$ cat src/rtl/avr_lsu.sv
// avr_lsu - load/store and stack sequencer for the AVR core.
//
// Accepts one decoded memory request at a time (LD/ST through a pointer,
// PUSH/POP, CALL return-address push, RET return-address pop) and runs it
// as a byte-serial access sequence on a ready-handshaked data memory port.
// Owns the stack pointer and produces pointer write-back values.
//
// Ports:
//   clk, reset            clock, synchronous active-high reset
//   req_valid/req_ready   request handshake (ready only in IDLE without sp_we)
//   req_op/mode/ptr/disp  decoded operation and addressing inputs
//   req_wdata, req_pc     store/push byte, return address for CALLPUSH
//   done, done_rdata,     one-cycle completion pulse with LD/POP byte and
//   done_pc               RETPOP return address
//   ptr_wb_valid, ptr_wb  pointer write-back for post-inc / pre-dec modes
//   sp, sp_we, sp_wdata   stack pointer and its direct load (IDLE only)
//   mem_*                 registered data-memory request, mem_ready completes
module avr_lsu #(
    parameter int          ADDR_WIDTH = 16,
    parameter int          PC_BYTES   = 2,
    parameter int unsigned SP_RESET   = 16'h08FF
) (
    input  logic                    clk,
    input  logic                    reset,
    input  logic                    req_valid,
    output logic                    req_ready,
    input  logic [2:0]              req_op,
    input  logic [1:0]              req_mode,
    input  logic [ADDR_WIDTH-1:0]   req_ptr,
    input  logic [5:0]              req_disp,
    input  logic [7:0]              req_wdata,
    input  logic [8*PC_BYTES-1:0]   req_pc,
    output logic                    done,
    output logic [7:0]              done_rdata,
    output logic [8*PC_BYTES-1:0]   done_pc,
    output logic                    ptr_wb_valid,
    output logic [ADDR_WIDTH-1:0]   ptr_wb,
    output logic [ADDR_WIDTH-1:0]   sp,
    input  logic                    sp_we,
    input  logic [ADDR_WIDTH-1:0]   sp_wdata,
    output logic [ADDR_WIDTH-1:0]   mem_addr,
    output logic                    mem_en,
    output logic                    mem_wen,
    output logic [7:0]              mem_wdata,
    input  logic                    mem_ready,
    input  logic [7:0]              mem_rdata
);
    localparam int PCW = 8 * PC_BYTES;
    localparam int CW  = $clog2(PC_BYTES + 1);
    localparam logic [ADDR_WIDTH-1:0] SP_INIT = ADDR_WIDTH'(SP_RESET);

    localparam logic [2:0] OP_LD       = 3'd0;
    localparam logic [2:0] OP_ST       = 3'd1;
    localparam logic [2:0] OP_PUSH     = 3'd2;
    localparam logic [2:0] OP_POP      = 3'd3;
    localparam logic [2:0] OP_CALLPUSH = 3'd4;
    localparam logic [2:0] OP_RETPOP   = 3'd5;

    typedef enum logic [1:0] {S_IDLE, S_ACCESS, S_DONE} state_t;

    state_t                  state_q;
    logic [CW-1:0]           cnt_q;
    logic                    push_q;    // stack grows down: address and SP decrement
    logic                    pop_q;     // stack shrinks: SP increments
    logic                    wbv_q;
    logic [PCW-1:0]          pc_q;      // remaining CALLPUSH bytes, next byte in [7:0]
    logic [ADDR_WIDTH-1:0]   sp_q;
    logic [ADDR_WIDTH-1:0]   mem_addr_q;
    logic                    mem_en_q, mem_wen_q;
    logic [7:0]              mem_wdata_q;
    logic                    done_q, ptr_wb_valid_q;
    logic [7:0]              done_rdata_q;
    logic [PCW-1:0]          done_pc_q;
    logic [ADDR_WIDTH-1:0]   ptr_wb_q;

    // Request decode, evaluated against the live request and SP in IDLE.
    logic [ADDR_WIDTH-1:0]   addr_d, ptr_wb_d;
    logic                    wbv_d, wen_d;
    logic [7:0]              wdata_d;
    logic [CW-1:0]           n_d;
    logic                    rsvd;

    assign rsvd = (req_op > OP_RETPOP);

    always_comb begin
        addr_d   = req_ptr;
        ptr_wb_d = req_ptr;
        wbv_d    = 1'b0;
        wen_d    = 1'b0;
        wdata_d  = req_wdata;
        n_d      = CW'(1);
        case (req_op)
            OP_LD, OP_ST: begin
                wen_d = (req_op == OP_ST);
                case (req_mode)
                    2'd1: begin
                        ptr_wb_d = req_ptr + ADDR_WIDTH'(1);
                        wbv_d    = 1'b1;
                    end
                    2'd2: begin
                        addr_d   = req_ptr - ADDR_WIDTH'(1);
                        ptr_wb_d = req_ptr - ADDR_WIDTH'(1);
                        wbv_d    = 1'b1;
                    end
                    2'd3:    addr_d = req_ptr + ADDR_WIDTH'(req_disp);
                    default: ;
                endcase
            end
            OP_PUSH: begin
                addr_d = sp_q;
                wen_d  = 1'b1;
            end
            OP_POP:  addr_d = sp_q + ADDR_WIDTH'(1);
            OP_CALLPUSH: begin
                addr_d  = sp_q;
                wen_d   = 1'b1;
                wdata_d = req_pc[7:0];
                n_d     = CW'(PC_BYTES);
            end
            OP_RETPOP: begin
                addr_d = sp_q + ADDR_WIDTH'(1);
                n_d    = CW'(PC_BYTES);
            end
            default: ;
        endcase
    end

    assign req_ready = (state_q == S_IDLE) && !sp_we;

    always_ff @(posedge clk) begin
        if (reset) begin
            state_q        <= S_IDLE;
            cnt_q          <= '0;
            push_q         <= 1'b0;
            pop_q          <= 1'b0;
            wbv_q          <= 1'b0;
            pc_q           <= '0;
            sp_q           <= SP_INIT;
            mem_addr_q     <= '0;
            mem_en_q       <= 1'b0;
            mem_wen_q      <= 1'b0;
            mem_wdata_q    <= '0;
            done_q         <= 1'b0;
            ptr_wb_valid_q <= 1'b0;
            done_rdata_q   <= '0;
            done_pc_q      <= '0;
            ptr_wb_q       <= '0;
        end else begin
            done_q         <= 1'b0;
            ptr_wb_valid_q <= 1'b0;
            case (state_q)
                S_IDLE: begin
                    if (sp_we) begin
                        sp_q <= sp_wdata;
                    end else if (req_valid) begin
                        cnt_q    <= n_d;
                        push_q   <= (req_op == OP_PUSH) || (req_op == OP_CALLPUSH);
                        pop_q    <= (req_op == OP_POP)  || (req_op == OP_RETPOP);
                        wbv_q    <= wbv_d;
                        ptr_wb_q <= ptr_wb_d;
                        pc_q     <= req_pc >> 8;
                        if (rsvd) begin
                            // Reserved ops complete immediately with no access.
                            state_q      <= S_DONE;
                            done_q       <= 1'b1;
                            done_rdata_q <= '0;
                        end else begin
                            state_q     <= S_ACCESS;
                            mem_en_q    <= 1'b1;
                            mem_addr_q  <= addr_d;
                            mem_wen_q   <= wen_d;
                            mem_wdata_q <= wdata_d;
                        end
                    end
                end
                S_ACCESS: begin
                    // Nothing moves while mem_ready is low, so a stall holds
                    // address, data and SP exactly.
                    if (mem_ready) begin
                        if (push_q) begin
                            mem_addr_q <= mem_addr_q - ADDR_WIDTH'(1);
                            sp_q       <= sp_q - ADDR_WIDTH'(1);
                        end else begin
                            mem_addr_q <= mem_addr_q + ADDR_WIDTH'(1);
                        end
                        if (pop_q) sp_q <= sp_q + ADDR_WIDTH'(1);
                        mem_wdata_q  <= pc_q[7:0];
                        pc_q         <= pc_q >> 8;
                        done_rdata_q <= mem_rdata;
                        // RETPOP reads MSB first, so shift bytes in from the bottom.
                        done_pc_q    <= {done_pc_q[PCW-9:0], mem_rdata};
                        cnt_q        <= cnt_q - CW'(1);
                        if (cnt_q == CW'(1)) begin
                            mem_en_q       <= 1'b0;
                            state_q        <= S_DONE;
                            done_q         <= 1'b1;
                            ptr_wb_valid_q <= wbv_q;
                        end
                    end
                end
                default: state_q <= S_IDLE;
            endcase
        end
    end

    assign done         = done_q;
    assign done_rdata   = done_rdata_q;
    assign done_pc      = done_pc_q;
    assign ptr_wb_valid = ptr_wb_valid_q;
    assign ptr_wb       = ptr_wb_q;
    assign sp           = sp_q;
    assign mem_addr     = mem_addr_q;
    assign mem_en       = mem_en_q;
    assign mem_wen      = mem_wen_q;
    assign mem_wdata    = mem_wdata_q;
endmodule

$ cat config.mk
export PLATFORM = sky130hd
export DESIGN_NAME = avr_lsu
export DESIGN_NICKNAME = d
export VERILOG_FILES = /design/src/rtl/avr_lsu.sv
export SDC_FILE = /design/constraint.sdc
export NUM_CORES = 1
export LEC_CHECK = 0
export BUFFER_PORTS_ARGS = -buffer_cell sky130_fd_sc_hd__buf_4
export CAP_MARGIN = 20
export CORE_MARGIN = 5
export CORE_UTILIZATION = 35
export CTS_BUF_LIST = sky130_fd_sc_hd__clkbuf_8 sky130_fd_sc_hd__clkbuf_16
export CTS_CLUSTER_SIZE = 10
export DETAILED_ROUTE_END_ITERATION = 7
export PLACE_DENSITY = 0.63
export SLEW_MARGIN = 20
export SYNTH_ARGS = -nofsm -noshare
export SYNTH_HDL_FRONTEND = slang
export SYNTH_SLANG_ARGS = --single-unit
export TNS_END_PERCENT = 1
$ cat constraint.sdc
create_clock -name clk -period 7.1 [get_ports clk]
set_input_delay 1.42 -clock clk [delete_from_list [all_inputs] [get_ports clk]]
set_output_delay 1.42 -clock clk [all_outputs]
set_load 0.01 [all_outputs]
== After elaboration in Yosys (flattened, before gate mapping) ==
Cells that the tools add are included.

* ROM bits: 0
* RAM bits: 0
* Word-level logic and storage cells: 126
* Input bits: 80
* Latch bits: 0
* Output and inout bits: 85
* Register bits: 107
* Memories: 0

* Order comparisons: 1
* Shift-type cells: 0
* Eq/ne operators: 18
* Divide/modulo/power cells: 0
* Bitwise gates (word level): 5
* Mux-type cells: 56
* Reduce and logical (&&, ||, !) cells: 22
* $add $sub $neg: 8
* Multiply operators: 0

{| class="wikitable"
|+ Operator list
! operator !! count
|-
| $mux W16 || 13
|-
| $pmux W16 S2 || 5
|-
| $mux W8 || 9
|-
| $add A16 B1 Y16 const B || 3
|-
| $pmux W16 S3 || 1
|-
| $sub A16 B1 Y16 const B || 3
|-
| $pmux W8 S2 || 2
|-
| $mux W2 || 9
|-
| $add A16 B6 Y16 || 1
|-
| $reduce_and A4 Y1 || 4
|-
| $ne A2 B2 Y1 const B || 7
|-
| $mux W1 || 12
|-
| $reduce_and A5 Y1 || 2
|-
| $reduce_or A2 Y1 || 5
|-
| $pmux W2 S2 || 2
|-
| $eq A2 B1 Y1 const B || 3
|-
| $eq A3 B2 Y1 const B || 2
|-
| $eq A3 B3 Y1 const B || 2
|-
| $pmux W1 S2 || 3
|-
| $reduce_and A6 Y1 || 1
|-
| $not A1 Y1 || 5
|-
| $eq A2 B2 Y1 const B || 2
|-
| $reduce_or A4 Y1 || 1
|-
| $eq A3 B1 Y1 const B || 1
|-
| other kinds (11) || 12
|}

== Logic depth before layout (Yosys ltp) ==
Gate-level depths: netlist of run 1.

* Depth in word-level cells: 7
* Gate-level depth with buffers: 10
* Depth with buffers taken out: 10

== Worst setup path before layout of run 1 ==
OpenSTA, ideal clock, no wires.

* Path type: input to register
* From: in req_ptr[11]
* To: reg mem_addr_q[15], in the netlist mem_addr[15]
* Data arrival time: 3331 ps
* Stages: 8
* Required time: 6978 ps
* Setup time: 122 ps
* Path buffers: 1
* Setup slack: 3647 ps
* Cell sequence: buf_6 -> or3_4 -> or3_4 -> or3_4 -> xnor2_1 -> a221oi_1 -> a21oi_2 -> o31a_2

* Cells in the longest elaborated chain, start to end: 7
* Elaborated cells on any way between the ends: 8
* Classes of those cells: add/sub: 2; mux: 6

{| class="wikitable"
|+ Ends and longest elaborated chain
! item !! line !! RTL
|-
| from (decl) || 29 || <nowiki>input logic [ADDR_WIDTH-1:0] req_ptr,</nowiki>
|-
| $add A16 B6 Y16 / $sub A16 B1 Y16 (equally long branches) || 105, 101 ||
|-
| $pmux W16 S2 * || 95 || <nowiki>case (req_mode)</nowiki>
|-
| $pmux W16 S3 * || 92 || <nowiki>case (req_op)</nowiki>
|-
| $mux W16 * || 162 || <nowiki>if (rsvd) begin</nowiki>
|-
| $mux W16 * || 155 || <nowiki>end else if (req_valid) begin</nowiki>
|-
| $mux W16 * || 153 || <nowiki>if (sp_we) begin</nowiki>
|-
| $pmux W16 S2 * || 151 || <nowiki>case (state_q)</nowiki>
|-
| to (signal assigned) || 170 || <nowiki>mem_addr_q <= addr_d;</nowiki>
|-
| to (signal assigned) || 181 || <nowiki>mem_addr_q <= mem_addr_q - ADDR_WIDTH'(1);</nowiki>
|-
| to (signal assigned) || 184 || <nowiki>mem_addr_q <= mem_addr_q + ADDR_WIDTH'(1);</nowiki>
|-
| to (decl) || 68 || <nowiki>logic [ADDR_WIDTH-1:0] mem_addr_q;</nowiki>
|}

Every way passes the cells marked *; elsewhere a longest branch is shown, timed or not. The select of a mux whose other input is x is not followed.
A chain may end at the register's enable or synchronous reset.

== Worst setup path in the final report of run 1 ==
* From: in mem_ready
* To: reg mem_addr_q[8], in the netlist mem_addr[8]

* Cells in the longest elaborated chain, start to end: 2

{| class="wikitable"
|+ Ends and longest elaborated chain
! item !! line !! RTL
|-
| from (decl) || 45 || <nowiki>input logic mem_ready,</nowiki>
|-
| $ne A2 B2 Y1 (no line) || n/a ||
|-
| $reduce_and A5 Y1 (no line) || n/a ||
|}

Every way passes these cells.

==> out/qor_table.md, run 1 <==
| Result | This run |
| --- | --- |
| Outcome | completed |
| Share of flip-flops with an asynchronous set or reset | 0% |
| Synthesized flop and latch total | 99 |
| Net Sw Power | 518 uW |
| Int Pwr | 1020 uW |
| Share of the synthesized netlist area taken by xor and xnor gates | 5.20% |
| Largest net degree at the start of global routing | 102 |
| Total setup violations reported at the end of the flow | 0 |
| Utilization of the core after routing | 43.4% |
| Share of cells above drive strength 1 | 19.7% |
| Crit path DAT | 4.16 ns |
| Worst clock skew on the final layout | 0.0116 ns |
| Largest driver fanout on the critical path | 26 |
| Total length of routed wires | 24.2 mm |
| Total global routing track utilization | 19.8% |
| Post-route DRC | 0 |
| CTS tree | built |
| Count of pins on the block boundary | 165 |
| Synth Area in Adders | 5.39% |
| Area growth syn-to-layout | 21.7% |
| Standard cell core area | 0.0203 sq mm |
| Final std cells w/o fill | 1,378 |
| Dominant combinational cell family by area after synthesis | compound AO/OA/AOI/OAI gates |
| Number of CTS-inserted buffers | 9 |
| Net count, final | 1,213 |
| Fin crit period | 3.94 ns |
| Reg area | 0.00198 sq mm |
| Multi-input gate area in the final layout | 0.00485 sq mm |
| Clock network power share | 32.2% |
| Row Count | 52 |
| Power density normalized to cell area | 174 mW/mm^2 |
| Share of the cycle needed by the critical path after routing | 55.5% |
| CTS-repair resized insts | 0 |
| Initial core utilization | 35.7% |
| Path category of the worst min-delay check | flip-flop to flip-flop |
| Max Clock Freq | 254 MHz |
| First-pass GRT wire length | 38.8 mm |
| Per-instance average area after synthesis | 7.20 sq um |
| Reg2reg path depth | 5 |
| Logic gate share of total power | 26.7% |
| Cell taking the most area after synthesis | dfxtp_1 |
| Compound-Gate Fraction of Synth Area | 26.9% |
| Number of warnings printed during yosys synthesis | 0 |
| Count of unique library cells instantiated by Yosys | 71 |
| Area of the die | 0.0237 sq mm |
| Register share of total power | 41.1% |
| Max-slew violation count | 0 |
| Average wire per cell in the routed design | 17.6 um |
| Post-synth net total | 1,116 |
| Remaining global-route overflow | 0 |
| EDFF count, synth | 0 |
| Required time at the worst-slack endpoint | 7.32 ns |
| Leak Pwr | 0.00351 uW |
| Switching Fraction | 33.7% |
| Bufs on Longest Clock Path | 2 |
| Clock transition at path regs | 0.07 ns |
| Clock latency reported for the late side of the worst-skew pair | 0.36 ns |
| Antenna-violating nets left | 0 |
| Weighted congestion reported at the end of routability-driven placement | 0.915 |
| Die height | 154 um |
| Number of global-route vias before repair | 7,214 |
| Sequential fraction of the synthesis area | 27.4% |
| Initial antenna violation count | 0 |
| Fillcell total | 2,144 |
| Dominant synthesized flop cell | dfxtp_1 |
| Number of buffers added on ports | 164 |
| Min-Delay Path Depth | 2 |
| HPWL reported at the end of detailed placement | 17.7 mm |
| Post-CTS setup buffer count | 0 |
| Capturing element type of the critical path | flip-flop |
| 1st-iter DRT viols | 582 |
| Kind of start point of the critical path | primary input |
| Placed cell count | 1,362 |
| Fraction of the mapped netlist area in simple logic gates | 26.8% |
| Dominant cells by area after synthesis | dfxtp_1 27%, a21oi_1 7.3%, nand2_1 6.6% |
| Slew at the pin closest to its max-slew limit | 1.11 ns |
| Post-synthesis instance area | 0.00725 sq mm |
| Most used standard cells in the synthesized netlist | 127 x nand2_1, 123 x nor2_1, 105 x a21oi_1, 99 x dfxtp_1, 58 x clkbuf_1 |
| Count of clock tree sinks | 99 |
| Unrepaired setup endpoints after global routing | no |
| Area fraction of the dominant cell type after synthesis | 27.4% |
| Root buffer cell | clkbuf_16 |
| Detailed Routing Iterations Pass 1 | 5 |
| Number of instances in the synthesized netlist | 1,006 |
| H-tree depth reported by CTS | 3 |
| Number of failing hold endpoints at the final stage | 0 |
| Post-DR vias/cell | 5.57 |
| Worst max-slew margin expressed relative to the limit | 26.0% |
| Worst vdd rail ir drop | 0.113 mV |
| DIE WIDTH | 154 um |
| TNS Setup | 0 ns |
| Antenna fix cells | 0 |
| Overall via count from detail_route | 7,676 |
| Library cell with the highest instance count after synthesis | nand2_1 |
| Portion of netlist area occupied by mux cells | 2.45% |
| Number of max-cap violations | 0 |
| Number of buffers inserted by hold repair at cts | 0 |
| Critical path type | primary input to flip-flop |
[cells by family (layout without fill, tap and decap cells)]
group                      Yosys count  after routing
muxes                               17             17
buffers and inverters              106            208
xor gates and xnor gates            43             43
AOI/OAI and AO/OA                  305            305
DFF                                 99             99
and+or+nand+nor                    406            406
adders and majority gates           30             30
[power by group through the flow]
stage	Sequential [uW]	Clock, uW	Combinational (uW)
final	631	495	410
after global routing	637	533	453
after CTS	631	506	409
after detailed placement	644	0	407
after global placement	644	0	404
after floorplan	637	0	257
[worst max-delay path, stage by stage]
cell	delay, ns
buf_4	0.12
and3b_1	0.88
nor2_1	0.45
nor2_1	0.79
nor2_1	0.08
a2111oi_0	0.41
[cell type report]
cell class	count	share of cell area (%)
inverter	23	0.979
sequential	99	22.5
multi-input combinational	801	55.0
clock inverter	6	0.610
tap	270	3.83
clock buffer	10	2.71
timing repair buffer	169	14.4
[layout by cell type (no fill, tap or decap), types with 13 or more instances in the layout]
cell	synthesis	final
buf_4	1	169
nand2_1	127	127
nor2_1	123	123
a21oi_1	105	105
dfxtp_1	99	99
o21ai_0	50	50
nor3_1	41	41
a211oi_1	30	30
ha_1	28	28
inv_1	23	23
xnor2_1	23	23
nand3_1	21	21
nand2b_1	22	21
xor2_1	20	20
a22oi_1	16	16
nand4_1	13	13
o22ai_1	14	13
[flip-flops by register name, indices dropped and copies added (netlist names)]
signal and flops:
ptr_wb 16, done_pc 16, pop_q 1, pc_q 8
mem_addr 16, state_q 2, mem_en 1, cnt_q 2
mem_wdata 8, ptr_wb_valid 1, push_q 1, mem_wen 1
done 1, sp 16, done_rdata 8, wbv_q 1
[final timing paths]
check             slack, ns        start     endpoint
setup reg to reg       3.68   state_q[0]  mem_addr[8]
setup / recovery       3.16    mem_ready  mem_addr[8]
hold / removal         0.46  done_pc[12]  done_pc[12]
hold reg to reg        0.46  done_pc[12]  done_pc[12]
[through the flow]
stage | worst slack (ns) | hold slack (ns) | power, uW | cell area (sq um)
3_5_place_dp | 2.85 | 0.448 | 1050 | 8530
3_3_place_gp | 2.92 | 0.443 | 1050 | 8530
2_1_floorplan | 3.65 | 0.410 | 893 | 7250
4_1_cts | 3.18 | 0.457 | 1550 | 8820
6_report | 3.16 | 0.460 | 1540 | 8820
5_1_grt | 2.83 | 0.479 | 1620 | 8820
[routing by layer]
layer | track usage (%) | vias up | wire length (um)
met2 | 31.4 | 265 | 11000
met3 | 3.51 | 43 | 1510
met5 | 0 | - | 0
met4 | 6.27 | 0 | 564
li1 | - | 3839 | -
met1 | 27.3 | 3529 | 11100
No activity file was read; power rests on OpenSTA's default activity.
==> run 2: changes to the inputs <==
Clock period 7.1 ns to 3.65 ns, I/O delays scaled along.
==> out/qor_table.md, run 2 (synthesis gave the netlist of run 1 again) <==
| Result | This run | Change |
| --- | --- | --- |
| Slew at the pin closest to its max-slew limit | 1.01 ns | -0.105 ns |
| Power density normalized to cell area | 347 mW/mm^2 | +99% |
| Largest delay share family, worst path | compound AO/OA/AOI/OAI gates |  |
| Number of buffers added on ports | 164 | unchanged |
| Worst vdd rail ir drop | 0.200 mV | +77% |
| Die height | 154 um | unchanged |
| Clock transition at path regs | 0.07 ns | about the same |
| Clock latency reported for the late side of the worst-skew pair | 0.35 ns | about the same |
| Hold endpoint | ptr_wb_valid |  |
| CTS-repair resized insts | 0 | unchanged |
| Min-Delay Path Depth | 2 | unchanged |
| Share of the cycle needed by the critical path after routing | 73.7% |  |
| Fin crit period | 2.69 ns |  |
| Hold slack final | 0.455 ns | -0.00479 ns |
| Count of pins on the block boundary | 165 | unchanged |
| Row Count | 52 | unchanged |
| Initial core utilization | 35.7% | unchanged |
| DIE WIDTH | 154 um | unchanged |
| Largest driver fanout on the critical path | 10 | -62% |
| Total setup violations reported at the end of the flow | 0 | unchanged |
| Post-route DRC | 0 | unchanged |
| Required time at the worst-slack endpoint | 3.89 ns | -3.43 ns |
| Outcome | completed |  |
| Leading cell type in the layout, fill and taps excluded | buf_4 |  |
| Reg-to-reg critical path endpoint | mem_addr[9] |  |
| Critical path type | primary input to flip-flop |  |
| H-tree depth reported by CTS | 3 | unchanged |
| Area of the die | 0.0237 sq mm | unchanged |
| Number of buffers inserted by hold repair at cts | 0 | unchanged |
| Number of CTS-inserted buffers | 9 | unchanged |
| Remaining global-route overflow | 0 | unchanged |
| Share of cells above drive strength 1 | 20.2% | +0.56 points |
| Weighted congestion reported at the end of routability-driven placement | 0.903 | -1.3% |
| Area growth syn-to-layout | 23.1% |  |
| Kind of start point of the critical path | primary input |  |
| HPWL reported at the end of detailed placement | 18.0 mm | +1.9% |
| Smallest setup slack after layout | 0.960 ns | -2.20 ns |
| Standard cell core area | 0.0203 sq mm | unchanged |
| Path category of the worst min-delay check | flip-flop to flip-flop |  |
| Crit path DAT | 2.93 ns | -1.23 ns |
| Capturing element type of the critical path | flip-flop |  |
| First-pass GRT wire length | 39.5 mm | +1.7% |
| Reg2Reg Setup Slack | 1.01 ns | -2.67 ns |
| Antenna-violating nets left | 0 | unchanged |
| Worst-case setup slack after placement | 0.632 ns | -2.22 ns |
| Largest net degree at the start of global routing | 75 | -26% |
| Antenna fix cells | 0 | unchanged |
| Number of global-route vias before repair | 7,379 | +2.3% |
| Max-slew violation count | 0 | unchanged |
| Bufs on Longest Clock Path | 2 | unchanged |
| Average wire per cell in the routed design | 17.6 um | +0.16% |
| Root buffer cell | clkbuf_16 |  |
| Total global routing track utilization | 20.1% | +0.38 points |
| Final std cells w/o fill | 1,387 | +0.65% |
| Number of failing hold endpoints at the final stage | 0 | unchanged |
| Post-DR vias/cell | 5.58 | +0.26% |
| Total length of routed wires | 24.4 mm | +0.81% |
| Worst reg2reg startpoint | sp[2] |  |
| Placed cell count | 1,372 | +0.73% |
| Max Clock Freq | 372 MHz |  |
| Most frequent cells in the layout | 179 x buf_4, 127 x nand2_1, 123 x nor2_1 |  |
| Net count, final | 1,223 | +0.82% |
| Delay of the slowest cell on the worst path | 0.40 ns | -0.48 ns |
| Unrepaired setup endpoints after global routing | no |  |
| Worst max-slew margin expressed relative to the limit | 33.0% | +7.0 points |
| Cells along the critical path | buf_4 -> ha_1 -> inv_1 -> fa_1 -> nand2b_1 -> a21oi_1 -> o22ai_1 -> nor3_1 -> xnor2_1 -> o221ai_1 -> a32o_1 |  |
| Initial antenna violation count | 0 | unchanged |
| Worst clock skew on the final layout | 0.00852 ns | -0.00303 ns |
| CTS tree | built |  |
| Overall via count from detail_route | 7,746 | +0.91% |
| Detailed Routing Iterations Pass 1 | 7 | +2 |
| Slowest cell on crit path | fa_1 |  |
| Count of clock tree sinks | 99 | unchanged |
| Reg2reg path depth | 7 | +2 |
| 1st-iter DRT viols | 614 | +5.5% |
| TNS Setup | 0 ns | unchanged |
| Leak Pwr | 0.00357 uW | +1.8% |
| Post-CTS setup buffer count | 0 | unchanged |
| Number of max-cap violations | 0 | unchanged |
| Hold path startpoint | wbv_q |  |
| Number of buffers and inverters on the critical path | 2 | +1 |
run 2: changes by cell type in the layout (fill, tap and decap cells not counted):
cell,before,now
clkinv_4,2,0
bufinv_16,0,2
inv_1,23,24
buf_4,169,179
inv_8,1,0
clkbuf_8,1,0
run 2: tightest hold or removal path: cells and delay by family (launching register included):
| family | cells | cell delay (ns) |
|---|---|---|
| DFF | 1 | 0.31 |
| and+or+nand+nor | 2 | 0.10 |
run 2: power by group:
part | internal [uW] | total (uW) | leakage [uW] | switching [uW]
Sequential | 1140 | 1230 | 0.000809 | 82.7
Combinational | 350 | 810 | 0.00261 | 460
Clock | 601 | 1060 | 0.000154 | 458
Total | 2100 | 3100 | 0.00357 | 1000
run 2: final cells by class:
type | instances | area (sq um)
timing repair buffer | 179 | 1340
inverter | 23 | 86.3
multi-input combinational | 801 | 4850
fill | 2120 | 11400
clock inverter | 6 | 88.8
clock buffer | 9 | 225
sequential | 99 | 1980
tap | 270 | 338
run 2: how the worst max path moves through the flow:
stage / start / end / cells after the start
global route: req_ptr[0] / mem_addr[6] / 10
floorplan: req_ptr[11] / mem_addr[15] / 8
detailed placement: req_ptr[0] / mem_addr[12] / 11
CTS: req_ptr[0] / mem_addr[12] / 11
global placement: req_ptr[0] / mem_addr[12] / 11
finish: req_ptr[0] / mem_addr[12] / 11
run 2: metal layers:
layer | wire, um | track usage [%]
met1 | 10700 | 27.4
met5 | 0 | 0
met3 | 1630 | 3.29
met4 | 661 | 7.06
met2 | 11400 | 32.4
run 2: metrics by stage:
step | util [%] | power [uW] | instance area, sq um
2_1_floorplan | - | 1740 | 7250
3_3_place_gp | 42.4 | 2050 | 8600
3_5_place_dp | 42.4 | 2050 | 8600
4_1_cts | 43.9 | 3120 | 8920
5_1_grt | 43.9 | 3260 | 8920
6_report | 43.9 | 3100 | 8920
==> run 3: changes to the inputs <==
Clock period 3.65 ns to 2.55 ns, I/O delays scaled along.
==> out/qor_table.md, run 3 (synthesis gave the netlist of run 1 again) <==
| Result | This run | Change |
| --- | --- | --- |
| Standard cell core area | 0.0203 sq mm | unchanged |
| Clock latency reported for the late side of the worst-skew pair | 0.35 ns | about the same |
| Logic gate share of total power | 29.5% | +3.3 points |
| Net Sw Power | 1480 uW | +48% |
| Fillcell total | 2,091 | -1.4% |
| Weighted congestion reported at the end of routability-driven placement | 0.907 | +0.49% |
| Antenna-violating nets left | 0 | unchanged |
| Switching Fraction | 33.7% | +1.4 points |
| Worst max-slew margin expressed relative to the limit | 46.0% | +13 points |
| Row Count | 52 | unchanged |
| Leading cell type in the layout, fill and taps excluded | buf_4 |  |
| Hold path startpoint | req_pc[8] |  |
| Number of buffers added on ports | 164 | unchanged |
| Antenna fix cells | 0 | unchanged |
| Register share of total power | 39.7% | about the same |
| Bufs on Longest Clock Path | 2 | unchanged |
| Largest net degree at the start of global routing | 65 | -13% |
| Reg2Reg Setup Slack | 0.19 ns | -0.82 ns |
| Count of pins on the block boundary | 165 | unchanged |
| Largest driver fanout on the critical path | 12 | +2 |
| Clock network power share | 30.9% | -3.3 points |
| Worst clock skew on the final layout | 0.00609 ns | -0.00243 ns |
| Reg2reg path depth | 7 | unchanged |
| Total global routing track utilization | 20.5% | +0.37 points |
| Max Clock Freq | 417 MHz |  |
| Kind of start point of the critical path | primary input |  |
| DIE WIDTH | 154 um | unchanged |
| Initial core utilization | 35.7% | unchanged |
| Number of max-cap violations | 0 | unchanged |
| Total setup violations reported at the end of the flow | 0 | unchanged |
| Root buffer cell | clkbuf_16 |  |
| Required time at the worst-slack endpoint | 2.77 ns | -1.12 ns |
| Fin crit period | 2.40 ns |  |
| Count of clock tree sinks | 99 | unchanged |
| Die height | 154 um | unchanged |
| Number of failing hold endpoints at the final stage | 0 | unchanged |
| 1st-iter DRT viols | 687 | +12% |
| Remaining global-route overflow | 0 | unchanged |
| Min-Delay Path Depth | 3 | +1 |
| Net count, final | 1,303 | +6.5% |
| CP startpoint | req_ptr[2] |  |
| Number of global-route vias before repair | 7,480 | +1.4% |
| Number of CTS-inserted buffers | 9 | unchanged |
| Most frequent cells in the layout | 257 x buf_4, 127 x nand2_1, 123 x nor2_1 |  |
| Hold endpoint | pc_q[0] |  |
| Post-CTS setup buffer count | 0 | unchanged |
| Worst reg2reg startpoint | sp[2] |  |
| Path category of the worst min-delay check | primary input to flip-flop |  |
| Smallest setup slack after layout | 0.153 ns | -0.807 ns |
| Post-DR vias/cell | 5.49 | -1.6% |
| Max-slew violation count | 0 | unchanged |
| Crit path DAT | 2.62 ns | -0.31 ns |
| HPWL reported at the end of detailed placement | 19.3 mm | +7.1% |
| Area growth syn-to-layout | 31.6% |  |
| Total length of routed wires | 25.3 mm | +3.7% |
| Average wire per cell in the routed design | 17.2 um | -2.1% |
| H-tree depth reported by CTS | 3 | unchanged |
| Power density normalized to cell area | 459 mW/mm^2 | +32% |
| Int Pwr | 2900 uW | +38% |
| Area of the die | 0.0237 sq mm | unchanged |
| Leak Pwr | 0.00395 uW | +11% |
| Unrepaired setup endpoints after global routing | yes |  |
| Share of the cycle needed by the critical path after routing | 94.0% |  |
| Reg-to-reg critical path endpoint | mem_addr[9] |  |
| Capturing element type of the critical path | flip-flop |  |
| Initial antenna violation count | 0 | unchanged |
| First-pass GRT wire length | 40.2 mm | +1.7% |
| Number of buffers inserted by hold repair at cts | 0 | unchanged |
| Share of cells above drive strength 1 | 26.0% | +5.7 points |
| Detailed Routing Iterations Pass 1 | 5 | -2 |
| Utilization of the core after routing | 47.0% | +3.0 points |
| Critical path type | primary input to flip-flop |  |
| Post-route DRC | 0 | unchanged |
| Clock transition at path regs | 0.07 ns | about the same |
| Worst-case setup slack after placement | -0.188 ns | -0.820 ns |
| Outcome | completed |  |
| Worst vdd rail ir drop | 0.298 mV | +49% |
| Slew at the pin closest to its max-slew limit | 0.789 ns | -0.216 ns |
| Overall via count from detail_route | 8,064 | +4.1% |
| CTS tree | built |  |
run 3: per-stage QoR:
stage	instance area, sq um	cells	hold slack (ns)	total power [uW]	setup TNS [ns]
2_1_floorplan	7250	1006	0.410	2490	0
3_3_place_gp	9230	1452	0.444	3030	-0.712
3_5_place_dp	9230	1452	0.448	3040	-0.829
4_1_cts	9520	1468	0.397	4400	0
5_1_grt	9530	1468	0.417	4620	-0.0234
6_report	9530	1468	0.411	4380	0
run 3: what timing repair did:
action                                  4_1_cts  5_1_grt
endpoints found under the setup margin        0        9
endpoints found under the hold margin         0        0
gates resized for setup                       0        7
run 3: how the worst max path moves through the flow:
stage	endpoint	slack, ns	cells past startpoint
final	ptr_wb[9]	0.15	10
after global routing	mem_addr[13]	-0.02	10
after CTS	mem_addr[9]	0.04	7
after detailed placement	ptr_wb[9]	-0.19	10
after global placement	ptr_wb[9]	-0.22	10
after floorplan	mem_addr[15]	0.007	8
run 3: per-layer routing:
metal	up-vias	routed length (um)	part of all wire, %	GRT usage (%)
met5	-	0	0	0
met4	0	306	1.2	4.42
met3	27	1370	5.4	2.78
met2	277	12000	47	34.4
met1	3757	11600	46	28.2
li1	4003	-	-	-
run 3: final cells by class:
type,instances,area [sq um],share of cell area [%]
Clock buffer,9,225,2.36
Clock inverter,7,62.6,0.656
Inverter,23,86.3,0.906
Multi-Input combinational cell,801,4870,51.1
Sequential cell,99,1980,20.8
Tap cell,270,338,3.54
Timing Repair Buffer,259,1970,20.7
run 3: power groups by stage:
stage | combinational, uW | sequential, uW | clock, uW
after floorplan | 715 | 1770 | 0
after global placement | 1260 | 1770 | 0
after detailed placement | 1270 | 1770 | 0
after CTS | 1280 | 1740 | 1380
after global routing | 1410 | 1750 | 1450
final | 1290 | 1740 | 1350
run 3: critical path: stages:
cell and delay (ns):
buf_4 0.08, buf_4 0.19, and3_1 0.21, and4_1 0.27
nand2_1 0.12, o21ai_0 0.17, nand2_1 0.06, a2111oi_0 0.73
buf_4 0.22, nor3_1 0.04
